### config.mk
export PLATFORM = sky130hd
export DESIGN_NAME = inst_fetch_unit
export DESIGN_NICKNAME = d
export VERILOG_FILES = /design/src/rtl/fetch_pkg.sv /design/src/rtl/inst_fifo.sv /design/src/rtl/inst_fetch_unit.sv
export SDC_FILE = /design/constraint.sdc
export NUM_CORES = 1
export LEC_CHECK = 0
export ABC_AREA = 1
export BUFFER_PORTS_ARGS = -buffer_cell sky130_fd_sc_hd__clkbuf_2
export CAP_MARGIN = 5
export CORE_MARGIN = 2
export CORE_UTILIZATION = 44
export CTS_CLUSTER_SIZE = 10
export DETAILED_ROUTE_END_ITERATION = 12
export REMOVE_ABC_BUFFERS = 1
export SYNTH_ARGS = -nofsm -noshare
export SYNTH_HDL_FRONTEND = slang
export SYNTH_SLANG_ARGS = --single-unit
export TNS_END_PERCENT = 100
### constraint.sdc
create_clock -name clk -period 16 [get_ports clk]
set_clock_uncertainty 0.1 [all_clocks]
set_input_delay 3.2 -clock clk [delete_from_list [all_inputs] [get_ports clk]]
set_output_delay 3.2 -clock clk [all_outputs]
set_load 0.01 [all_outputs]
### src/rtl/fetch_pkg.sv
// Shared types and constants for the instruction fetch stage.
package fetch_pkg;

  localparam int LINE_BYTES = 8;  // bytes per instruction-memory line
  localparam int INST_BYTES = 4;  // bytes per instruction word

  typedef enum logic [2:0] {
    IDLE,
    REQ,
    WAIT,
    SPLIT_LO,
    SPLIT_HI,
    HALT
  } fetch_state_t;

  // One decoded-side FIFO entry: an instruction word and the PC it lives at.
  typedef struct packed {
    logic [63:0] pc;
    logic [31:0] word;
  } inst_entry_t;

  // Address of the memory line that contains pc.
  function automatic logic [63:0] line_base(input logic [63:0] pc);
    return pc & ~64'(LINE_BYTES - 1);
  endfunction

endpackage

### src/rtl/inst_fifo.sv
// Instruction FIFO between the fetch FSM and the decoder. Power-of-2 depth,
// registered output (no push-to-pop bypass), occupancy exported for the
// free-slot check that gates new memory requests.
module inst_fifo
  import fetch_pkg::*;
#(
  parameter int DEPTH = 4
) (
  input  logic                     clk,
  input  logic                     reset,
  input  logic                     push,
  input  inst_entry_t              push_data,
  input  logic                     pop,
  output logic                     head_valid,
  output inst_entry_t              head_data,
  output logic [$clog2(DEPTH):0]   count
);

  localparam int PTR_W = $clog2(DEPTH);
  localparam int CNT_W = PTR_W + 1;

  inst_entry_t          mem_q [DEPTH];
  logic [PTR_W-1:0]     wr_ptr_q, wr_ptr_d;
  logic [PTR_W-1:0]     rd_ptr_q, rd_ptr_d;
  logic [CNT_W-1:0]     count_q, count_d;
  logic                 do_push, do_pop;

  // Pointer and occupancy update; a push into a full FIFO is legal only when a pop frees a slot.
  always_comb begin
    // NOTE: every signal gets a default first so no path leaves it unassigned (no latch).
    do_pop   = pop && (count_q != '0);
    do_push  = push && ((count_q != CNT_W'(DEPTH)) || do_pop);
    wr_ptr_d = wr_ptr_q + PTR_W'(do_push);
    rd_ptr_d = rd_ptr_q + PTR_W'(do_pop);
    count_d  = count_q + CNT_W'(do_push) - CNT_W'(do_pop);
  end

  // Control registers; cleared on reset so the FIFO restarts empty.
  always_ff @(posedge clk or posedge reset) begin
    // NOTE: sequential state uses non-blocking assignments so all flops update together.
    if (reset) begin
      wr_ptr_q <= '0;
      rd_ptr_q <= '0;
      count_q  <= '0;
    end else begin
      wr_ptr_q <= wr_ptr_d;
      rd_ptr_q <= rd_ptr_d;
      count_q  <= count_d;
    end
  end

  // Entry storage.
  always_ff @(posedge clk) begin
    // NOTE: storage is not reset; the count guards every read, so stale entries are never seen.
    if (do_push) mem_q[wr_ptr_q] <= push_data;
  end

  assign head_valid = (count_q != '0);
  assign head_data  = head_valid ? mem_q[rd_ptr_q] : '0;
  assign count      = count_q;

endmodule

### src/rtl/inst_fetch_unit.sv
// Fetch stage: reads 64-bit lines from instruction memory, splits each into
// two 32-bit instructions (low word first) tagged with their PCs, and hands
// them to the decoder through inst_fifo. One request outstanding at a time;
// a request is only raised while the FIFO has room for a whole line.
// Build option FETCH_HALT_ON_ZERO_EN: an all-zero word stops fetching
// (word dropped, FSM parks in HALT, halted=1, FIFO still drains).
module inst_fetch_unit
  import fetch_pkg::*;
#(
  parameter int FIFO_DEPTH = 4
) (
  input  logic        clk,
  input  logic        reset,
  input  logic        start,
  input  logic [63:0] entry_pc,
  output logic        mem_req_valid,
  input  logic        mem_req_ready,
  output logic [63:0] mem_req_addr,
  input  logic        mem_resp_valid,
  input  logic [63:0] mem_resp_data,
  output logic        inst_valid,
  input  logic        inst_ready,
  output logic [31:0] inst_word,
  output logic [63:0] inst_pc,
  output logic        busy,
  output logic        halted
);

`ifdef FETCH_HALT_ON_ZERO_EN
  localparam bit HALT_ON_ZERO = 1'b1;
`else
  localparam bit HALT_ON_ZERO = 1'b0;
`endif

  localparam int CNT_W = $clog2(FIFO_DEPTH) + 1;

  fetch_state_t      state_q, state_d;
  logic [63:0]       fetch_pc_q, fetch_pc_d;
  logic [63:0]       line_q, line_d;
  logic [63:0]       base_pc;
  logic [CNT_W-1:0]  fifo_count;
  logic [CNT_W-1:0]  free_slots;
  logic              push;
  inst_entry_t       push_entry;
  inst_entry_t       head_entry;

  assign base_pc    = line_base(fetch_pc_q);
  assign free_slots = CNT_W'(FIFO_DEPTH) - fifo_count;

  // Next-state, request and push logic for the fetch FSM.
  always_comb begin
    state_d         = state_q;
    fetch_pc_d      = fetch_pc_q;
    line_d          = line_q;
    mem_req_valid   = 1'b0;
    push            = 1'b0;
    push_entry.pc   = base_pc;
    push_entry.word = line_q[31:0];

    case (state_q)
      IDLE: begin
        if (start) begin
          fetch_pc_d = entry_pc;
          state_d    = REQ;
        end
      end
      REQ: begin
        // Both words of the line must fit before asking, so SPLIT_* never sees a full FIFO.
        mem_req_valid = (free_slots >= CNT_W'(2));
        if (mem_req_valid && mem_req_ready) state_d = WAIT;
      end
      WAIT: begin
        if (mem_resp_valid) begin
          line_d  = mem_resp_data;
          // An entry PC in the upper half of a line skips the low word.
          state_d = fetch_pc_q[2] ? SPLIT_HI : SPLIT_LO;
        end
      end
      SPLIT_LO: begin
        if (HALT_ON_ZERO && (line_q[31:0] == 32'h0)) begin
          state_d = HALT;
        end else begin
          push    = 1'b1;
          state_d = SPLIT_HI;
        end
      end
      SPLIT_HI: begin
        push_entry.pc   = base_pc + 64'(INST_BYTES);
        push_entry.word = line_q[63:32];
        if (HALT_ON_ZERO && (line_q[63:32] == 32'h0)) begin
          state_d = HALT;
        end else begin
          push       = 1'b1;
          fetch_pc_d = base_pc + 64'(LINE_BYTES);  // wraps modulo 2^64
          state_d    = REQ;
        end
      end
      HALT:    state_d = HALT;
      default: state_d = IDLE;
    endcase
  end

  // FSM, fetch PC and line registers.
  always_ff @(posedge clk or posedge reset) begin
    if (reset) begin
      state_q    <= IDLE;
      fetch_pc_q <= '0;
      line_q     <= '0;
    end else begin
      state_q    <= state_d;
      fetch_pc_q <= fetch_pc_d;
      line_q     <= line_d;
    end
  end

  inst_fifo #(
    .DEPTH (FIFO_DEPTH)
  ) u_fifo (
    .clk        (clk),
    .reset      (reset),
    .push       (push),
    .push_data  (push_entry),
    .pop        (inst_ready),
    .head_valid (inst_valid),
    .head_data  (head_entry),
    .count      (fifo_count)
  );

  assign inst_word    = head_entry.word;
  assign inst_pc      = head_entry.pc;
  assign mem_req_addr = base_pc;
  assign busy         = (state_q != IDLE) && (state_q != HALT);
  assign halted       = (state_q == HALT);

endmodule

## After elaboration in Yosys (flattened, before gate mapping)

Memory sizes are Yosys's and may differ from the RTL's.
Cells that the tools add are included.

| storage, ports and cells | value |
|---|---|
| register bits after elaboration | 138 |
| bits in writable memories | 384 |
| bits of input ports | 134 |
| output and inout port bits | 164 |
| logic and storage cells | 51 |
| memories kept | 1 |

| operators by class | value |
|---|---|
| add/subtract/negate cells | 7 |
| $lt $le $gt $ge | 1 |
| equal/unequal tests | 10 |
| multiplexer cells | 13 |
| reduce and logical (&&, ||, !) cells | 13 |

Memories:

| name | depth | width | read ports | clocked after memory_dff | write ports | RTL line | text |
|---|---|---|---|---|---|---|---|
| u_fifo.mem_q | 4 | 96 | 1 | 0 | 1 | inst_fifo.sv:22 | `inst_entry_t mem_q [DEPTH];` |

Operators by type and width:

| kind | number |
|---|---|
| 2-to-1 mux 96 bit | 2 |
| one-hot mux 64 bit (2 select lines) | 1 |
| adder 64 x 3 -> 64 bit, second input constant | 1 |
| adder 64 x 4 -> 64 bit, second input constant | 1 |
| 2-to-1 mux 64 bit | 1 |
| one-hot mux 3 bit (6 select lines) | 1 |
| 2-to-1 mux 3 bit | 4 |
| == test 3 x 2 -> 1 bit, second input constant | 2 |
| == test 3 bit, second input constant | 2 |
| inequality test 2 bit, second input constant | 3 |
| inequality test 3 bit, second input constant | 2 |
| nonzero test 3 bit | 2 |
| adder 2 x 1 -> 2 bit | 2 |
| logical AND 1 bit | 4 |
| 2-to-1 mux 1 bit | 4 |
| AND reduction 2 bit | 2 |
| adder 3 x 1 -> 3 bit | 1 |
| == test 3 x 1 -> 1 bit, second input constant | 1 |
| >= comparator 3 x 2 -> 1 bit, second input constant | 1 |
| logical NOT 3 bit | 1 |
| AND reduction 3 bit | 1 |
| subtractor 3 x 1 -> 3 bit | 1 |
| subtractor 3 bit, first input constant | 1 |
| nonzero test 2 bit | 1 |
| 2 further kinds | 2 |

## Longest topological paths before layout

| logic depth | value |
|---|---|
| depth in word-level cells | 6 |
| gate-level depth with buffers | 13 |
| gate-level depth less buffers | 12 |

## Cells and area by module

A second synthesis with hierarchy kept.

| unflattened totals | value |
|---|---|
| cells, all modules | 2769 |
| area total of the unflattened synthesis | 25051.5 um^2 |

Modules (own cells, without submodules):

| module | times used | cells each | area an instance (um^2) | sequential area each (um^2) |
|---|---|---|---|---|
| inst_fifo | 1 | 1557 | 16620.9 | 11706.2 |
| inst_fetch_unit | 1 | 1212 | 8430.6 | 3228.1 |

## Worst setup path after synthesis

OpenSTA, ideal clock, no wires.

| timing | value |
|---|---|
| path type | input-to-reg |
| start point | input inst_ready |
| end point | memory u_fifo.mem_q[0][0] in the netlist's numbering, enable pin |
| setup time | 662 ps |
| arrival | 9842 ps |
| required time | 15238 ps |
| path slack | 5396 ps |
| stages | 4 |
| buffers on the path | 0 |
| cell sequence | nand2_1 inv_1 o22ai_1 nor3_1 |

| between the ends | value |
|---|---|
| longest elaborated chain between the ends | 5 |

RTL lines:

| what | RTL line | text |
|---|---|---|
| start, declared | inst_fetch_unit.sv:22 | `input logic inst_ready,` |
| logical AND 1 bit | inst_fifo.sv:31 | `do_pop = pop && (count_q != '0);` |
| logical OR 1 bit | inst_fifo.sv:32 | `do_push = push && ((count_q != CNT_W'(DEPTH)) \|\| do_pop);` |
| logical AND 1 bit | inst_fifo.sv:32 |  |
| 2-to-1 mux 1 bit | inst_fifo.sv:55 | `if (do_push) mem_q[wr_ptr_q] <= push_data;` |
| 2-to-1 mux 1 bit (not written as such) | inst_fifo.sv:55 |  |
| end, declared | inst_fifo.sv:22 |  |

No other way between the ends.

## Worst setup path after layout

| timing | value |
|---|---|
| start point | register u_fifo.rd_ptr_q[0] |
| end point | output inst_pc[50] |

| between the ends | value |
|---|---|
| longest elaborated chain between the ends | 2 |

RTL lines:

| what | RTL line | text |
|---|---|---|
| start, declared | inst_fifo.sv:24 | `logic [PTR_W-1:0] rd_ptr_q, rd_ptr_d;` |
| start signal, assigned | inst_fifo.sv:47 | `rd_ptr_q <= rd_ptr_d;` |
| memory read (4 x 96 bit) | - |  |
| 2-to-1 mux 96 bit | inst_fifo.sv:59 | `assign head_data = head_valid ? mem_q[rd_ptr_q] : '0;` |
| end, declared | inst_fetch_unit.sv:24 | `output logic [63:0] inst_pc,` |

No other way between the ends.

==> flow_summary.yaml <==
critical_path:
  required_ns: 12.70
  cp_max_fo: 98
  r2r_start: "u_fifo.count[1]"
  r2r_slack_ns: 11.66
  reg2reg_depth: 11
  cp-end-kind: "primary output"
  crit_arrival_ns: 3.66
  timing_worst_setup_path_type: "flip-flop to primary output"
  crit_start: "u_fifo.rd_ptr_q[0]"
  crit_path_start_kind: "flip-flop"
  r2r_end: "u_fifo.mem_q[2][23]"
pwr:
  finalPower_mw: 5.52
  ir_worst_vdd_mv: 0.127
  power_density_mw_per_mm2: 207
  p_leak_nw: 10.5
global_routing:
  grt_pass1_wl_mm: 95.7
  grt_overflow: 0
  grtUsageTotal_pct: 23.0
  grt_pass1_vias: 16500
  antenna_found_initial: 1
  grt_max_degree: 99
finish:
  fin_area_mm2: 0.0266
  mostFrequentLayoutCells: "nor2_1, edfxtp_1, nand2_1, clkbuf_2, o21ai_0"
  layout-drive-gt1-share_pct: 18.5
  area_growth_pct: 13.9
  fill_cells: 4807
  nets: 2702
  mostFrequentLayoutCell: "nor2_1"
sta:
  timing.final.crit_period_ns: 6.96
  finalCritPeriodShare_pct: 43.5
  rsz0062_at_grt: "no"
  hold_violations: 0
  drv_slew: 0
  finalSetupViolations: 0
  slew_headroom_pct: 19.9
  finalSetupTns_ns: 0
  holdWs_ns: 0.391
  tightest_slew_ns: 1.20
  timing.fmax_mhz: 144
die:
  io_pins: 298
  die-area_mm2: 0.0550
  start_util_pct: 44.5
  dieHeight_um: 235
  rows: 84
  core-area_mm2: 0.0526
  die_w_um: 235
synth:
  synth_xor_area_share_pct: 0.262
  netlist_area_mm2: 0.0234
  synthDistinctLibCells: 41
  syn_inst: 2363
  yosys_warnings: 0
  synthMuxAreaShare_pct: 2.70
  yosys_register_bits: 512
  seq_area_frac_synth_pct: 62.8
  syn_area_per_cell_um2: 9.90
  synthAdderAreaFrac_pct: 0.513
  synth_top_family_by_area: "simple AND/OR/NAND/NOR gates"
  synthSimpleGateAreaFrac_pct: 18.9
  synth-compound-area-share_pct: 8.81
clock_network:
  cts.sinks: 512
  cts_tree: "built"
  ctsResizeCount: 0
  clk_pin_slew_worst_paths_ns: 0.06
  numCtsBuffers: 58
  hold_buffers: 0
  post_cts_buffers: 0
  root_buffer: "clkbuf_16"
  clk_path_buf_depth: 3
  clock_latency_ns: 0.61
  htreeDepth: 2
route:
  vias: 17300
  drc: 0
  drt_iter0_markers: 1273
  wl_per_cell_um: 19.4
  topRoutingLayerUsed: "met4"
  routed_via_density: 5.26
  wl_met2_mm: 31.0
  dr.pass1.iters: 5
  wl_met1_mm: 27.4
  wl_met3_mm: 3.54
  antenna_left: 0
  totalWireLength_mm: 63.9
min_path:
  min_to: "line_q[40]"
  hold_start: "line_q[40]"
  whs_path_depth: 1
  worstHoldPathType: "flip-flop to flip-flop"
placement:
  dp_hpwl_mm: 40.2
  place_congestion: 0.878
  placed_cell_area_mm2: 0.0250
  buffer_ports.inserted: 290
flow_run:
  drv_cap: 0
run_status:
  status: "completed"
[cells in the mapped netlist]
cell / instances / share of area (%)
inv_2: 5 / 0.080
xnor2_1: 2 / 0.075
buf_1: 16 / 0.26
nor2_4: 8 / 0.39
o21a_1: 1 / 0.032
buf_6: 1 / 0.048
xor2_1: 5 / 0.19
nand2_2: 13 / 0.35
or2_2: 1 / 0.027
dfrtp_1: 136 / 15
o22a_1: 1 / 0.037
nor2_1: 565 / 9.1
nor3_4: 2 / 0.14
a311oi_1: 1 / 0.037
nor3_1: 8 / 0.17
mux2_2: 45 / 2.2
o21ai_0: 235 / 5.0
clkbuf_1: 54 / 0.87
o22ai_1: 9 / 0.24
a21oi_1: 142 / 3.0
nand3_2: 2 / 0.086
edfxtp_1: 376 / 48
o21ai_1: 16 / 0.34
nand3b_1: 3 / 0.096
buf_2: 42 / 0.90
o31ai_1: 1 / 0.032
nor3b_1: 2 / 0.064
nand4_1: 20 / 0.53
nor2_8: 1 / 0.086
conb_1: 1 / 0.016
a31oi_1: 1 / 0.027
nand2_4: 1 / 0.048
inv_1: 102 / 1.6
mux2_1: 11 / 0.53
nand3_1: 65 / 1.4
nor4_1: 1 / 0.027
buf_4: 69 / 2.2
nor2_2: 15 / 0.40
nand2_1: 375 / 6.0
ha_1: 8 / 0.43
fa_1: 1 / 0.086
[power by group]
group,total (mW),switching [mW],internal (mW)
Clock,1.19,0.510,0.681
Combinational,2.08,1.40,0.684
Sequential,2.25,0.335,1.91
[sequential cells by signal, summed over array words and instances (netlist names)]
| signal | flops |
|---|---|
| state_q | 3 |
| u_fifo.wr_ptr_q | 2 |
| line_q | 64 |
| u_fifo.mem_q | 376 |
| u_fifo.count | 3 |
| fetch_pc_q | 62 |
| u_fifo.rd_ptr_q | 2 |
[metrics by stage]
stage	instances	setup slack, ns	utilization [%]
after floorplan	2185	4.45	-
after global placement	3187	9.66	47.5
after detailed placement	3187	9.61	47.5
after CTS	3296	8.95	50.7
after global routing	3297	8.74	50.7
final	3297	9.04	50.7
[worst max path at each step]
stage / endpoint / cells after the start
after detailed placement: inst_pc[23] / 5
after global placement: inst_pc[23] / 5
after floorplan: u_fifo.mem_q[0][0] / 4
after global routing: inst_pc[39] / 5
after CTS: inst_pc[23] / 5
final: inst_pc[50] / 5
[cell type report]
class | instances | area (µm²) | share of cell area (%)
sequential | 512 | 14700 | 55.2
multi-input combinational | 1566 | 7360 | 27.6
timing repair buffer | 314 | 1630 | 6.12
clock buffer | 104 | 1620 | 6.10
tap | 688 | 861 | 3.23
inverter | 107 | 413 | 1.55
clock inverter | 5 | 52.6 | 0.197
antenna | 1 | 2.50 | 0.00939
[cells by family after synthesis]
| logic type | after synthesis |
|---|---|
| buffers and inverters | 289 |
| adder cells (fa/ha/maj) | 9 |
| other | 1 |
| XOR/XNOR | 7 |
| AO/OA/AOI/OAI | 407 |
| flip-flops | 512 |
| multiplexers | 56 |
| AND/OR/NAND/NOR | 1082 |
[worst max-delay path: stages, from the launching register on]
cell	delay (ns)
dfrtp_4	0.70
inv_4	0.71
buf_4	0.80
o21ai_0	0.22
a21oi_1	0.29
clkbuf_2	0.19
[routing by layer]
layer  global-route usage [%]  vias up
met5                        0        -
met4                     8.24        0
met3                     2.71      109
met2                     38.5      530
met1                     30.9     8402
li1                         -     8296
No activity file was read; power rests on OpenSTA's default activity.
